`config.mk`:
```
export PLATFORM = sky130hd
export DESIGN_NAME = store_queue
export DESIGN_NICKNAME = d
export VERILOG_FILES = /design/src/rtl/store_queue.sv
export SDC_FILE = /design/constraint.sdc
export NUM_CORES = 1
export LEC_CHECK = 0
export ABC_AREA = 1
export ABC_CLOCK_PERIOD_IN_PS = 2400
export CAP_MARGIN = 20
export CORE_UTILIZATION = 25
export CTS_BUF_LIST = sky130_fd_sc_hd__clkbuf_16
export CTS_CLUSTER_DIAMETER = 150
export DETAILED_ROUTE_END_ITERATION = 7
export GPL_TIMING_DRIVEN = 0
export PLACE_DENSITY = 0.38
export SYNTH_ARGS = -nofsm -noshare
export SYNTH_HDL_FRONTEND = slang
export SYNTH_SLANG_ARGS = --single-unit
```
`constraint.sdc`:
```
create_clock -name clock -period 2.4 [get_ports clock]
set_input_delay 0.24 -clock clock [delete_from_list [all_inputs] [get_ports clock]]
set_output_delay 0.24 -clock clock [all_outputs]
set_load 0.01 [all_outputs]
```
`src/rtl/store_queue.sv`:
```
// Store queue: circular buffer of dispatched stores, filled by execute and
// committed in order to memory, one request in flight at a time.
module store_queue #(
  parameter int SQ_SIZE = 8,
  parameter int XLEN    = 32,
  localparam int IW     = $clog2(SQ_SIZE)
) (
  input  logic            clock,
  input  logic            reset,
  input  logic            disp_valid,
  output logic [IW:0]     disp_sq_idx,
  output logic            sq_full,
  input  logic            ex_valid,
  input  logic [IW-1:0]   ex_sq_idx,
  input  logic [XLEN-1:0] ex_addr,
  input  logic [XLEN-1:0] ex_data,
  input  logic [1:0]      ex_size,
  input  logic            rob2sq_retire_en,
  input  logic            squash_en,
  input  logic [IW:0]     squash_tail,
  output logic            mem_req_valid,
  output logic [XLEN-1:0] mem_req_addr,
  output logic [XLEN-1:0] mem_req_data,
  output logic [1:0]      mem_req_size,
  input  logic            mem_req_ready,
  output logic            dcache_store_stall,
  output logic            commit_state
);

  // Memory handshake: a request is transferred on a posedge where
  // mem_req_valid and mem_req_ready are both high; until then addr/data/size
  // are held stable and valid is never withdrawn (except by reset).

  typedef enum logic {IDLE = 1'b0, SEND = 1'b1} state_t;

  state_t state, state_nxt;

  logic [IW:0]        head, tail;
  logic [IW-1:0]      head_idx, tail_idx;
  logic [SQ_SIZE-1:0] ent_valid, ent_filled;
  logic [XLEN-1:0]    ent_addr [SQ_SIZE];
  logic [XLEN-1:0]    ent_data [SQ_SIZE];
  logic [1:0]         ent_size [SQ_SIZE];

  logic               empty, full, pop, disp_fire, ex_hit, commit_start;
  logic [IW:0]        squash_span;
  logic [IW-1:0]      squash_off;
  logic [SQ_SIZE-1:0] kill_mask, pop_mask, disp_mask;

  assign head_idx     = head[IW-1:0];
  assign tail_idx     = tail[IW-1:0];
  assign empty        = (head == tail);
  assign full         = (head_idx == tail_idx) && (head[IW] != tail[IW]);
  assign pop          = (state == SEND) && mem_req_ready;
  assign disp_fire    = disp_valid && !squash_en && (!full || pop);
  assign ex_hit       = ex_valid && ent_valid[ex_sq_idx];
  assign commit_start = (state == IDLE) && rob2sq_retire_en &&
                        ent_valid[head_idx] && ent_filled[head_idx];

  assign disp_sq_idx  = tail;
  assign sq_full      = full;

  // Squash kills every entry whose distance from squash_tail is below the
  // distance from squash_tail to the current tail.
  assign squash_span = tail - squash_tail;

  always_comb begin
    kill_mask  = '0;
    squash_off = '0;
    if (squash_en) begin
      for (int i = 0; i < SQ_SIZE; i++) begin
        squash_off = IW'(i) - squash_tail[IW-1:0];
        if ({1'b0, squash_off} < squash_span) kill_mask[i] = 1'b1;
      end
    end
  end

  assign pop_mask  = pop       ? (SQ_SIZE'(1) << head_idx) : '0;
  assign disp_mask = disp_fire ? (SQ_SIZE'(1) << tail_idx) : '0;

  always_ff @(posedge clock or negedge reset) begin
    if (!reset) begin
      head <= '0;
      tail <= '0;
    end else begin
      if (pop) head <= head + (IW+1)'(1);
      if (squash_en)      tail <= squash_tail;
      else if (disp_fire) tail <= tail + (IW+1)'(1);
    end
  end

  // Dispatch is applied last so a refill of the slot popped this cycle wins.
  always_ff @(posedge clock or negedge reset) begin
    if (!reset) begin
      ent_valid  <= '0;
      ent_filled <= '0;
    end else begin
      ent_valid <= (ent_valid & ~pop_mask & ~kill_mask) | disp_mask;
      if (ex_hit)    ent_filled[ex_sq_idx] <= 1'b1;
      if (disp_fire) ent_filled[tail_idx]  <= 1'b0;
    end
  end

  always_ff @(posedge clock or negedge reset) begin
    if (!reset) begin
      for (int i = 0; i < SQ_SIZE; i++) begin
        ent_addr[i] <= '0;
        ent_data[i] <= '0;
        ent_size[i] <= '0;
      end
    end else if (ex_hit) begin
      ent_addr[ex_sq_idx] <= ex_addr;
      ent_data[ex_sq_idx] <= ex_data;
      ent_size[ex_sq_idx] <= ex_size;
    end
  end

  always_ff @(posedge clock or negedge reset) begin
    if (!reset) begin
      mem_req_addr <= '0;
      mem_req_data <= '0;
      mem_req_size <= '0;
    end else if (commit_start) begin
      mem_req_addr <= ent_addr[head_idx];
      mem_req_data <= ent_data[head_idx];
      mem_req_size <= ent_size[head_idx];
    end
  end

  always_ff @(posedge clock or negedge reset) begin
    if (!reset) state <= IDLE;
    else        state <= state_nxt;
  end

  always_comb begin
    state_nxt = state;
    case (state)
      IDLE:    if (commit_start) state_nxt = SEND;
      SEND:    if (mem_req_ready) state_nxt = IDLE;
      default: state_nxt = IDLE;
    endcase
  end

  // Stall is gated by reset so it reads low while the block is held in reset.
  always_comb begin
    mem_req_valid      = (state == SEND);
    commit_state       = state;
    dcache_store_stall = reset && ((state == SEND) ||
                         (rob2sq_retire_en && (empty || !ent_filled[head_idx])));
  end

endmodule

```
# Word level (Yosys, flattened, before mapping)
# Cells that the tools add are included.
# Widths: inputs -> output; s select.
[word_totals]
wordCells = 139
inputBits = 80
register_bits = 619
[classes]
addsub = 11
shift = 2
eq_ne = 3
n_reduce_logical = 20
bitwise_logic = 11
n_lt_le_gt_ge = 16
mux = 44
[op_table]
columns = ["cell", "count"]
rows = [
  ["$bwmux 256", 2],
  ["$bmux 32 s3", 2],
  ["$mux 32", 5],
  ["$demux 32 s3", 1],
  ["$mux 8", 5],
  ["$lt 3x4->1", 8],
  ["$and 8x8->8", 3],
  ["$not 8->8", 3],
  ["$bwmux 16", 1],
  ["$or 8x8->8", 2],
  ["$shl 1x3->8 const A", 2],
  ["$mux 1", 15],
  ["$logic_and 1x1->1", 13],
  ["$lt 3x4->1 const B", 3],
  ["$sub 3x3->3 const A", 4],
  ["$bmux 1 s3", 3],
  ["$add 4x1->4 const B", 2],
  ["$ge 4x4->1 const B", 2],
  ["$mux 4", 2],
  ["$not 3->4", 2],
  ["$bmux 2 s3", 1],
  ["$demux 1 s3", 2],
  ["$demux 2 s3", 1],
  ["$ge 3x1->1 const B", 2],
  ["13 further kinds", 21],
]

# Longest topological paths before layout
[logic_depth]
word_depth = 8
mapped_depth = 15
mapped_depth_nobuf = 13

# Least setup slack after synthesis
# Ideal clock, no wire load.
[synth_timing]
path_kind = "flip-flop to flip-flop"
startpoint = "register tail[0] (netlist: disp_sq_idx[0])"
endpoint = "register ent_valid[0]"
required_time_ns = 2.283
path_stages_with_launch = 14
synth_period_minus_slack_ns = 2.253
arrival_ns = 2.136
slack_ns = 0.147
cell_sequence = "dfrtp_1 > buf_2 > inv_1 > nand2_1 > inv_1 > fa_1 > ha_1 > inv_1 > a21oi_1 > o21ai_0 > nand2_1 > nand2_1 > nand2_1 > nand2_1"
[synth_between]
elab_chain_len = 7
word_cells_on_any_way = 14
cone_classes = "1 x add/sub; 1 x order compare; 1 x eq/ne; 1 x shift; 3 x mux; 3 x bitwise; 4 x reduce/logical"
[synth_lines]
columns = ["item", "line", "text"]
rows = [
  ["from (decl)", "38", "logic [IW:0] head, tail;"],
  ["from (signal assigned)", "87", "if (squash_en) tail <= squash_tail;"],
  ["from (signal assigned)", "88", "else if (disp_fire) tail <= tail + (IW+1)'(1);"],
  ["$sub 4x4->4 or $eq 3x3->1 (tied branches)", "65, 53", ""],
  ["$lt 3x4->1 or $logic_and 1x1->1 (tied branches)", "73, 53", ""],
  ["$mux 1 or $logic_not 1->1 (tied branches)", "73, 55", ""],
  ["$mux 8 or $logic_or 1x1->1 (tied branches)", "70, 55", ""],
  ["$not 8->8 or $logic_and 1x1->1 (tied branches)", "98, 55", ""],
  ["$and 8x8->8 or $mux 8 (tied branches)", "98, 79", ""],
  ["$or 8x8->8 (*)", "98", "ent_valid <= (ent_valid & ~pop_mask & ~kill_mask) | disp_mask;"],
  ["to (signal assigned)", "98", ""],
  ["to (decl)", "40", "logic [SQ_SIZE-1:0] ent_valid, ent_filled;"],
]
# Mark *: on every way between the ends. The rest lies on a longest branch, timed or not.
# A chain may end at the register's enable or synchronous reset.

# Final worst setup path
[layout_timing]
startpoint = "register head[0]"
endpoint = "register mem_req_data[1]"
[layout_between]
elab_chain_len = 4
word_cells_on_any_way = 10
cone_classes = "7 x mux; 1 x bitwise; 2 x reduce/logical"
[layout_lines]
columns = ["item", "line", "text"]
rows = [
  ["from (decl)", "38", ""],
  ["from (signal assigned)", "86", "if (pop) head <= head + (IW+1)'(1);"],
  ["$not 3->4 (not written as such) or $bmux 1 s3 (tied branches)", "125, 58", ""],
  ["$bmux 32 s3 or $mux 1 (tied branches)", "125, 58", ""],
  ["$mux 32 (not written as such) or $logic_and 1x1->1 (tied branches)", "125, 57", ""],
  ["$mux 32 (not written as such) or $logic_and 1x1->1 (tied branches)", "125, 58", ""],
  ["to (signal assigned)", "125", "mem_req_data <= ent_data[head_idx];"],
  ["to (decl)", "23", "output logic [XLEN-1:0] mem_req_data,"],
]
# Parallel ways exist; a longest one is shown, timed or not. The select of a mux whose other input is x is not followed.

==> metrics.cfg <==
[power_and_ir_drop]
powerDensity_nw_per_um2=1270
p_leak_nw=16.8
power.total_mw=44.8
ir_worst_vdd_mv=0.504

[global_routing]
grt_max_degree=103
grt_pass1_vias=25300
grt_pass1_wl_mm=168
grt_usage_pct=19.2
grt_overflow_total=0
antenna_found_initial=5

[outcome]
status=complete, but fails checks
violations=design-rule violations

[synth]
yosysUniqueCellTypes=34
synth.top_cell.area_share_pct=53.9
synth-edff-count=0
synth_xor_area_share_pct=0.244
async_reset_ff_share_pct=100
synthAdderAreaFrac_pct=0.853
synth_top_area_cell=dfrtp_1
seq_area_frac_synth_pct=53.9
synth_area_um2=28700
avgSynthCellArea_um2=8.06
ys_ff_latch=619
yosysWarnings=0
synth_top_family_by_area=simple AND/OR/NAND/NOR gates
ys_top_cells_by_area=dfrtp_1, o21ai_0, nand2_1
synth_mux_area_share_pct=0
synth-simple-area-share_pct=22.5
synthFlopType=dfrtp_1
synthCells=3564
synth-compound-area-share_pct=15.5
syn_nets=3663

[clock_tree]
htree_levels=3
cts.path.max_buffers=3
clock_sinks=619
cts_made_buffers=77
cts_tree=done
root_buffer=clkbuf_16
clkLatencyLatePin_ns=0.64
cts.clk_slew.worst_paths_ns=0.06

[floorplan]
die_height_um=341
rows=124
ios=154
start_util_pct=25.2
dieArea_um2=116000
die_w_um=341
core_area_um2=114000

[final_layout]
nFillCells=12600
regArea_um2=15500
layout-drive-gt1-share_pct=8.85
multi_input_comb_area_um2=11400
fin_nets=3928
finalNonFillerCells=5405
area_growth_pct=22.8
postLayoutCoreUtil_pct=30.9
final_area_um2=35300

[setup_path]
crit_required_ns=2.96
critPathArrivalTime_ns=2.87
crit_type=reg -> reg
critPathMaxStageDelay_ns=0.54
critPathSlowestCell=clkbuf_1
worst-path-buf-inv=5
cp-start-kind=flop
critical-path-top-delay-family=buffers and inverters
crit_chain=buf_6 -> inv_6 -> buf_12 -> buf_4 -> clkbuf_1 -> o21ai_0 -> nand2_1 -> nand2_1 -> nand2_1 -> nand3_1 -> nand2_1
crit_top_cell=nand2_1
cp-end-kind=flop
crit_fanout=10

[place]
hpwl_mm=76.4
gp_congestion=0.766
placed_area_um2=32300
dp_cells=5231
dp_worst_setup_slack_ns=-0.560
io_buffers=148

[timing]
clock_skew_ns=0.0212
setup_tns_ns=0
rsz0062_at_grt=yes
tightest_slew_ns=0.786
maxSlewViolCount=0
hold_viol=0
max_freq_mhz=433
period_share_pct=96.3
fin_crit_ns=2.31
timing.hold.ws_ns=0.0867
finalWorstSetupSlack_ns=0.0892
finalSetupViolations=0
relSlewSlack_pct=47.6

[worst_hold_path]
hold_class=in -> reg

[route]
drc=3
drt_iter0_markers=1755
post_drt_wl_per_cell_um=20.4
viasPerCell=4.64
vias=25100
wl_mm=110
final_antenna_net_count=0
firstDrtPassIters=8

[flow_run]
drv_cap=0

sequential cells by signal, summed over array words and instances, names as in the netlist, 8 cells and up:
signal	cells
ent_addr	256
ent_data	256
ent_filled	8
ent_size	16
ent_valid	8
mem_req_addr	32
mem_req_data	32
logic make-up (layout without fill, tap and decap cells):
logic type / Yosys count / count (layout)
AOI/OAI and AO/OA: 889 / 889
xor gates and xnor gates: 8 / 8
adders and majority gates: 19 / 19
buffers and inverters: 370 / 695
DFF: 619 / 619
other: 0 / 4
and+or+nand+nor: 1659 / 1659
worst reg2reg max path, cell delays in order, from the launching register on:
cell	delay, ns
dfrtp_1	0.39
buf_6	0.15
inv_6	0.08
buf_12	0.11
buf_4	0.14
clkbuf_1	0.54
o21ai_0	0.21
nand2_1	0.10
nand2_1	0.05
nand2_1	0.10
nand3_1	0.22
nand2_1	0.15
final timing paths:
path	from	end	slack, ns	depth (start not counted)
max reg2reg	head[0]	mem_req_data[1]	0.09	11
min	squash_tail[2]	disp_sq_idx[2]	0.09	5
min reg2reg	mem_req_addr[13]	mem_req_addr[13]	0.47	2
min in group asynchronous	reset	mem_req_addr[21]	0.25	3
max in group asynchronous	reset	mem_req_data[23]	1.19	4
max	head[0]	mem_req_data[1]	0.09	11
cell usage after synthesis, types with 2 or more instances:
cell type	n
buf_4	15
buf_2	51
nand2_2	2
o21ai_0	824
ha_1	18
nor3_1	6
nand4_1	11
nor2_1	485
buf_6	64
inv_1	113
inv_2	5
nand3_2	7
xor2_1	5
xnor2_1	3
a21boi_0	2
nand2_1	1046
a31oi_1	6
a21oi_1	8
clkbuf_1	109
dfrtp_1	619
nand3_1	94
buf_1	12
o21ai_1	48
cell usage in the layout (no fill, tap or decap), drive strengths merged:
master,n
clkinvlp,2
clkdlybuf4s50,145
a31oi,6
o211ai,1
o21ai,872
clkdlybuf4s15,1
bufinv,2
xor2,5
nand3,102
and2,1
inv,139
dlygate4sd3,1
nor2,487
or2,1
xnor2,3
nand2,1049
fa,1
dfrtp,619
clkbuf,192
diode,4
clkinv,36
ha,18
buf,177
nor3,6
a21oi,8
and3,1
nand4,12
a21boi,2
routing by layer:
metal | up-vias | global-route usage, % | share of wire [%]
met2 | 438 | 31.3 | 47
li1 | 12100 | - | -
met3 | 122 | 2.38 | 3.3
met1 | 12500 | 26.7 | 47
met5 | - | 0 | 0
met4 | 0 | 5.03 | 2.1
repair_timing:
action,4_1_cts,5_1_grt
setup endpoints to repair,145,118
hold buffers,2,0
setup buffers,11,19
pin swaps,5,16
gates resized for setup,72,74
hold endpoints to repair,62,0
power breakdown:
group          internal [mW]  switching [mW]
Clock                   6.15            4.83
Combinational           6.48            11.6
Sequential              14.0            1.80
final cells by class:
cell class                      instances  share of cell area [%]
Clock buffer                           79                    5.60
Antenna cell                            4                  0.0284
Inverter                              119                    1.32
Timing Repair Buffer                  187                    5.63
Sequential cell                       619                    43.9
Clock inverter                         60                   0.922
Multi-Input combinational cell       2575                    32.3
Buffer                                250                    4.90
Tap cell                             1512                    5.36
Power figures use the tool's default switching activity.
